File: src/rtl/demux2_buf.sv
// demux2_buf: 1-to-2 stream demux, each output backed by a 2-entry FIFO.
// Define DEMUX2_CNT_EN to build the per-channel delivery counters.

module demux2_chan #(
    parameter int WIDTH = 32
) (
    input  logic             clk,
    input  logic             rst_n,
    input  logic             push,
    input  logic [WIDTH-1:0] din,
    input  logic             ready,
    output logic [WIDTH-1:0] data,
    output logic             valid,
    output logic             full
);

    typedef enum logic [1:0] {
        EMPTY = 2'd0,
        ONE   = 2'd1,
        FULL  = 2'd2
    } occ_t;

    occ_t             state;
    occ_t             state_nxt;
    logic [WIDTH-1:0] head;
    logic [WIDTH-1:0] head_nxt;
    logic [WIDTH-1:0] tail;
    logic [WIDTH-1:0] tail_nxt;
    logic             pop;

    always_ff @(posedge clk) begin
        if (!rst_n) begin
            state <= EMPTY;
            head  <= '0;
            tail  <= '0;
        end else begin
            state <= state_nxt;
            head  <= head_nxt;
            tail  <= tail_nxt;
        end
    end

    // head only changes on a push into EMPTY, a replace, or a shift from tail,
    // so an empty channel keeps showing the last word it delivered
    always_comb begin
        state_nxt = state;
        head_nxt  = head;
        tail_nxt  = tail;
        valid     = (state != EMPTY);
        full      = (state == FULL);
        pop       = valid & ready;
        case (state)
            EMPTY: begin
                if (push) begin
                    head_nxt  = din;
                    state_nxt = ONE;
                end
            end
            ONE: begin
                if (push && pop) begin
                    head_nxt = din;
                end else if (push) begin
                    tail_nxt  = din;
                    state_nxt = FULL;
                end else if (pop) begin
                    state_nxt = EMPTY;
                end
            end
            FULL: begin
                if (pop) begin
                    head_nxt  = tail;
                    state_nxt = ONE;
                end
            end
            default: state_nxt = EMPTY;
        endcase
    end

    assign data = head;

endmodule

module demux2_buf #(
    parameter int WIDTH = 32,
    parameter int CNT_W = 16
) (
    input  logic             clk,
    input  logic             rst_n,
    input  logic [WIDTH-1:0] Z,
    input  logic             s,
    input  logic             z_valid,
    output logic             z_ready,
    output logic [WIDTH-1:0] A,
    output logic             a_valid,
    input  logic             a_ready,
    output logic [WIDTH-1:0] B,
    output logic             b_valid,
    input  logic             b_ready,
    output logic [CNT_W-1:0] a_cnt,
    output logic [CNT_W-1:0] b_cnt
);

    logic a_full;
    logic b_full;
    logic sel_full;
    logic xfer;
    logic push_a;
    logic push_b;

    // ready looks only at the targeted channel, never at sink readies
    assign sel_full = s ? b_full : a_full;
    assign z_ready  = rst_n & ~sel_full;
    assign xfer     = z_valid & z_ready;
    assign push_a   = xfer & ~s;
    assign push_b   = xfer & s;

    demux2_chan #(
        .WIDTH(WIDTH)
    ) u_chan_a (
        .clk  (clk),
        .rst_n(rst_n),
        .push (push_a),
        .din  (Z),
        .ready(a_ready),
        .data (A),
        .valid(a_valid),
        .full (a_full)
    );

    demux2_chan #(
        .WIDTH(WIDTH)
    ) u_chan_b (
        .clk  (clk),
        .rst_n(rst_n),
        .push (push_b),
        .din  (Z),
        .ready(b_ready),
        .data (B),
        .valid(b_valid),
        .full (b_full)
    );

`ifdef DEMUX2_CNT_EN
    logic [CNT_W-1:0] a_cnt_q;
    logic [CNT_W-1:0] b_cnt_q;

    always_ff @(posedge clk) begin
        if (!rst_n) begin
            a_cnt_q <= '0;
            b_cnt_q <= '0;
        end else begin
            if (a_valid && a_ready) begin
                a_cnt_q <= a_cnt_q + CNT_W'(1);
            end
            if (b_valid && b_ready) begin
                b_cnt_q <= b_cnt_q + CNT_W'(1);
            end
        end
    end

    assign a_cnt = a_cnt_q;
    assign b_cnt = b_cnt_q;
`else
    assign a_cnt = '0;
    assign b_cnt = '0;
`endif

endmodule

File: config.mk
export PLATFORM = sky130hd
export DESIGN_NAME = demux2_buf
export DESIGN_NICKNAME = d
export VERILOG_FILES = /design/src/rtl/demux2_buf.sv
export SDC_FILE = /design/constraint.sdc
export NUM_CORES = 1
export LEC_CHECK = 0
export BUFFER_PORTS_ARGS = -buffer_cell sky130_fd_sc_hd__buf_2
export CORE_ASPECT_RATIO = 0.75
export CORE_UTILIZATION = 40
export CTS_BUF_LIST = sky130_fd_sc_hd__clkbuf_4 sky130_fd_sc_hd__clkbuf_8
export DETAILED_ROUTE_END_ITERATION = 10
export PLACE_DENSITY_LB_ADDON = 0.25
export SLEW_MARGIN = 0
export SYNTH_ARGS = -nofsm -noshare
export SYNTH_HDL_FRONTEND = slang
export SYNTH_SLANG_ARGS = --single-unit
File: constraint.sdc
create_clock -name clk -period 4.2 [get_ports clk]
set_input_delay 0.84 -clock clk [delete_from_list [all_inputs] [get_ports clk]]
set_output_delay 0.84 -clock clk [all_outputs]
set_load 0.05 [all_outputs]
==> impl_results.html <==
<table>
<tr><th>Metric</th><th>Value</th></tr>
<tr><th colspan="2">Logic synthesis</th></tr>
<tr><td>Most frequent cells after synthesis</td><td>dfxtp_1, nand2_1, mux2i_1</td></tr>
<tr><td>Netlist Area Pre-Place</td><td>between 0.005 and 0.006 mm^2</td></tr>
<tr><td>Sequential cell area fraction in the yosys report</td><td>around 47%</td></tr>
<tr><td>Ys Warns</td><td>0</td></tr>
<tr><td>Leading post-synthesis cells by cell area</td><td>dfxtp_1, mux2i_1, nand2_1, a21boi_1, a21oi_1</td></tr>
<tr><td>Cell type with the largest total area after synthesis</td><td>dfxtp_1</td></tr>
<tr><td>Area share of the largest cell type after synthesis</td><td>46.52%</td></tr>
<tr><td>#FFs+latches synth</td><td>approximately 130</td></tr>
<tr><td>Count of flip-flops with a built-in enable after synthesis</td><td>0</td></tr>
<tr><td>Distinct cells, synth</td><td>28</td></tr>
<tr><td>Mean cell area of the mapped netlist</td><td>around 8.9 um^2</td></tr>
<tr><td>Asr flop ratio synth</td><td>0%</td></tr>
<tr><td>Top flip-flop cell by instance count after synthesis</td><td>dfxtp_1</td></tr>
<tr><td>Number of instances in the synthesized netlist</td><td>approximately 640</td></tr>
<tr><td>Most frequent cell after synthesis</td><td>dfxtp_1</td></tr>
<tr><th colspan="2">Setup path</th></tr>
<tr><td>CP Data Required Time</td><td>~3.4 ns</td></tr>
<tr><td>Data arrival time of the worst path</td><td>between 1.5 and 2 ns</td></tr>
<tr><td>Crit path max-delay cell type</td><td>buf_4</td></tr>
<tr><td>Critical path, cell by cell</td><td>buf_4 &gt; o211a_1 &gt; buf_2</td></tr>
<tr><td>Critical Setup Path Class</td><td>input port to output pin</td></tr>
<tr><td>Endpoint type of the worst setup path</td><td>output pin</td></tr>
<tr><td>Critical path buffers and inverters</td><td>2</td></tr>
<tr><td>Kind of launch point of the worst setup path</td><td>input port</td></tr>
<tr><td>Cell family with the largest share of critical-path delay</td><td>buffers and inverters</td></tr>
<tr><td>CP max FO</td><td>between 40 and 50</td></tr>
<tr><td>Max incr delay on CP</td><td>about 0.37 ns</td></tr>
<tr><th colspan="2">CTS</th></tr>
<tr><td>Deepest clock path buffer count</td><td>2</td></tr>
<tr><td>Buffers inserted by post-CTS timing repair</td><td>0</td></tr>
<tr><td>Clock tree from TritonCTS</td><td>done</td></tr>
<tr><td>Clock Sinks</td><td>~130</td></tr>
<tr><td>Root cell of the clock tree</td><td>clkbuf_8</td></tr>
<tr><td>CTS-repair resized insts</td><td>0</td></tr>
<tr><td>Clock transition at the register clock pins on the worst setup and hold paths after CTS</td><td>~0.070 ns</td></tr>
<tr><td>Skew-Pair Late Insertion Delay</td><td>about 0.44 ns</td></tr>
<tr><td>Count of hold buffers inserted by post-cts repair</td><td>0</td></tr>
<tr><td>H-Tree Level Count</td><td>4</td></tr>
<tr><td>Number of buffers inserted during clock tree synthesis</td><td>17</td></tr>
<tr><th colspan="2">Die</th></tr>
<tr><td>Row cnt</td><td>37</td></tr>
<tr><td>Horizontal extent of the die</td><td>139.6 um</td></tr>
<tr><td>Die Span Y</td><td>105.2 um</td></tr>
<tr><td>Ports placed on the boundary</td><td>137</td></tr>
<tr><td>CORE AREA</td><td>about 0.014 mm^2</td></tr>
<tr><td>Initial Utilization</td><td>41.18%</td></tr>
<tr><td>Area of the die</td><td>~0.015 mm^2</td></tr>
<tr><th colspan="2">Final layout</th></tr>
<tr><td>N_diodes</td><td>0</td></tr>
<tr><td>Fraction of final layout cells sized beyond drive strength 1</td><td>between 20% and 30%</td></tr>
<tr><td>Total Nets Final</td><td>755</td></tr>
<tr><td>Layout-stage area growth over the synthesis result</td><td>15.97%</td></tr>
<tr><td>Post-route standard cell area excluding fillers</td><td>0.006588 mm^2</td></tr>
<tr><th colspan="2">Run status</th></tr>
<tr><td>Result of the run</td><td>finished, final reports clean</td></tr>
<tr><th colspan="2">Pwr</th></tr>
<tr><td>Total power density per cell area</td><td>445.4 mW/mm^2</td></tr>
<tr><td>Leakage component of the power</td><td>2.840 nW</td></tr>
<tr><td>Worst ir drop on vdd</td><td>roughly 200 uV</td></tr>
<tr><th colspan="2">STA</th></tr>
<tr><td>Worst clock skew on the final layout</td><td>0.01083 ns</td></tr>
<tr><td>RSZ-0062 raised after global routing</td><td>false</td></tr>
<tr><td>Peak clock frequency supported by timing</td><td>roughly 390 MHz</td></tr>
<tr><td>Post-route minimum period</td><td>2.555 ns</td></tr>
<tr><td>Final-layout setup total negative slack</td><td>0 ns</td></tr>
<tr><td>Period utilisation layout</td><td>about three fifths</td></tr>
<tr><td>Final slew viol count</td><td>0</td></tr>
<tr><td>Total count of hold-check failures in the final report</td><td>0</td></tr>
<tr><td>Relative slew margins</td><td>between 20% and 30%</td></tr>
<tr><td>Transition time at the pin with the least slew margin</td><td>about 1.2 ns</td></tr>
<tr><td>Total setup violations reported at the end of the flow</td><td>0</td></tr>
<tr><th colspan="2">Routing</th></tr>
<tr><td>Wl on met1</td><td>about 6600 um</td></tr>
<tr><td>Via count</td><td>~4.5k</td></tr>
<tr><td>First drt pass iteration count</td><td>4</td></tr>
<tr><td>Initial DRC Count</td><td>roughly 290</td></tr>
<tr><td>Vias per cell</td><td>around 5.0</td></tr>
<tr><td>Top sig layer</td><td>met4</td></tr>
<tr><td>Metal3 WL</td><td>around 700 um</td></tr>
<tr><td>Met2 wire len</td><td>5899 um</td></tr>
<tr><td>Total wire length after detailed routing</td><td>about 13000 um</td></tr>
<tr><td>Antenna Nets Post-Route</td><td>0</td></tr>
<tr><td>Detailed-route wire length per cell</td><td>about 15 um</td></tr>
<tr><td>Total DRC errors in the routed layout</td><td>0</td></tr>
<tr><th colspan="2">Global routing</th></tr>
<tr><td>Global-route wire length before repair</td><td>~22000 um</td></tr>
<tr><td>Overall overflow remaining after global route</td><td>0</td></tr>
<tr><td>Initial antenna violation count</td><td>0</td></tr>
<tr><td>Overall track demand over capacity in global routing</td><td>around a fifth</td></tr>
<tr><td>Number of global-route vias before repair</td><td>between 4k and 5k</td></tr>
<tr><td>Largest net degree at the start of global routing</td><td>88</td></tr>
<tr><th colspan="2">Place</th></tr>
<tr><td>Detail Placement HPWL</td><td>~8800 um</td></tr>
<tr><td>Final RePlAce weighted congestion</td><td>around 0.76</td></tr>
<tr><td>Standard cell area after detailed placement</td><td>between 0.006 and 0.007 mm^2</td></tr>
<tr><td>Port-buffer cells</td><td>approximately 100</td></tr>
<tr><th colspan="2">Job</th></tr>
<tr><td>Max Cap Viol</td><td>0</td></tr>
<tr><th colspan="2">Min path</th></tr>
<tr><td>Path class of the lowest-slack min-delay path</td><td>flop to flop</td></tr>
</table>
cell families (layout without fill, tap and decap cells):
kind of cell | count (synthesis) | after routing | synth area share [%]
compound gates | 200 | 200 | 21.21
buf+inv | 83 | 145 | 8.678
flops | 132 | 132 | 46.52
mux | 67 | 67 | 11.81
other cells | 1 | 32 | 0.06602
simple gates | 154 | 154 | 11.72
routing by layer:
| layer | vias to the layer above | track usage (%) |
|---|---|---|
| li1 | 2287 | - |
| met1 | 2109 | 25.54 |
| met2 | 116 | 29.15 |
| met3 | 12 | 5.820 |
| met4 | 0 | 7.064 |
| met5 | - | 0 |
worst min-delay path: cells and delay by family (launching register included):
| family | cells | cell delay [ns] |
|---|---|---|
| AO/OA/AOI/OAI | 1 | 0.05 |
| flip-flops | 1 | 0.31 |
| AND/OR/NAND/NOR | 1 | 0.05 |
path summary, 6_finish.rpt:
path	startpoint	end	slack [ns]	cells after the start
worst max-delay path	rst_n	z_ready	1.65	3
worst min-delay path	u_chan_a.tail[30]	u_chan_a.tail[30]	0.45	2
worst max register to register	u_chan_b.state[1]	u_chan_b.tail[6]	2.29	3
worst min register to register	u_chan_a.tail[30]	u_chan_a.tail[30]	0.45	2
state kept, by name, indices dropped and copies added (netlist names):
| register | cells |
|---|---|
| u_chan_b.data | 32 |
| u_chan_a.state | 2 |
| u_chan_a.tail | 32 |
| u_chan_a.data | 32 |
| u_chan_b.state | 2 |
| u_chan_b.tail | 32 |
where the power goes:
group | switching, mW | total (mW) | leakage, nW | internal, mW
combinational | 0.313 | 0.409 | 1.54 | 0.0955
sequential | 0.0254 | 1.32 | 1.07 | 1.29
clock | 0.486 | 1.21 | 0.231 | 0.722
total | 0.824 | 2.93 | 2.84 | 2.11
final cells by class:
cell class              count  area, um^2
fillers                  1313        7208
multi-input cells         453        2684
flip-flops and latches    132        2643
repair buffers            113       590.6
clock buffers              24       305.3
well taps                 175       219.0
clock inverters             8       146.4
stage by stage:
| stage | hold WS [ns] | total power, mW | utilization (%) | instances | setup WS [ns] |
|---|---|---|---|---|---|
| 2_1_floorplan | 0.4344 | 1.677 | - | 668 | 1.395 |
| 3_3_place_gp | 0.4396 | 1.749 | 44.48 | 873 | 1.460 |
| 3_5_place_dp | 0.4455 | 1.755 | 44.48 | 873 | 1.400 |
| 4_1_cts | 0.4550 | 2.957 | 47.75 | 905 | 1.609 |
| 5_1_grt | 0.4721 | 3.049 | 47.75 | 905 | 1.548 |
| 6_report | 0.4531 | 2.934 | 47.75 | 905 | 1.645 |
cell usage in the layout, fill, tap and decap left out, types with 8 or more instances in the layout:
cell,count
buf_2,103
o21ai_0,8
nand2_1,131
o21ai_1,56
a21oi_1,65
dfxtp_1,132
mux2i_1,67
a21boi_0,15
a21boi_1,49
clkbuf_8,20
buf_4,10
conb_1,32
(Power assumes the default switching activity.)
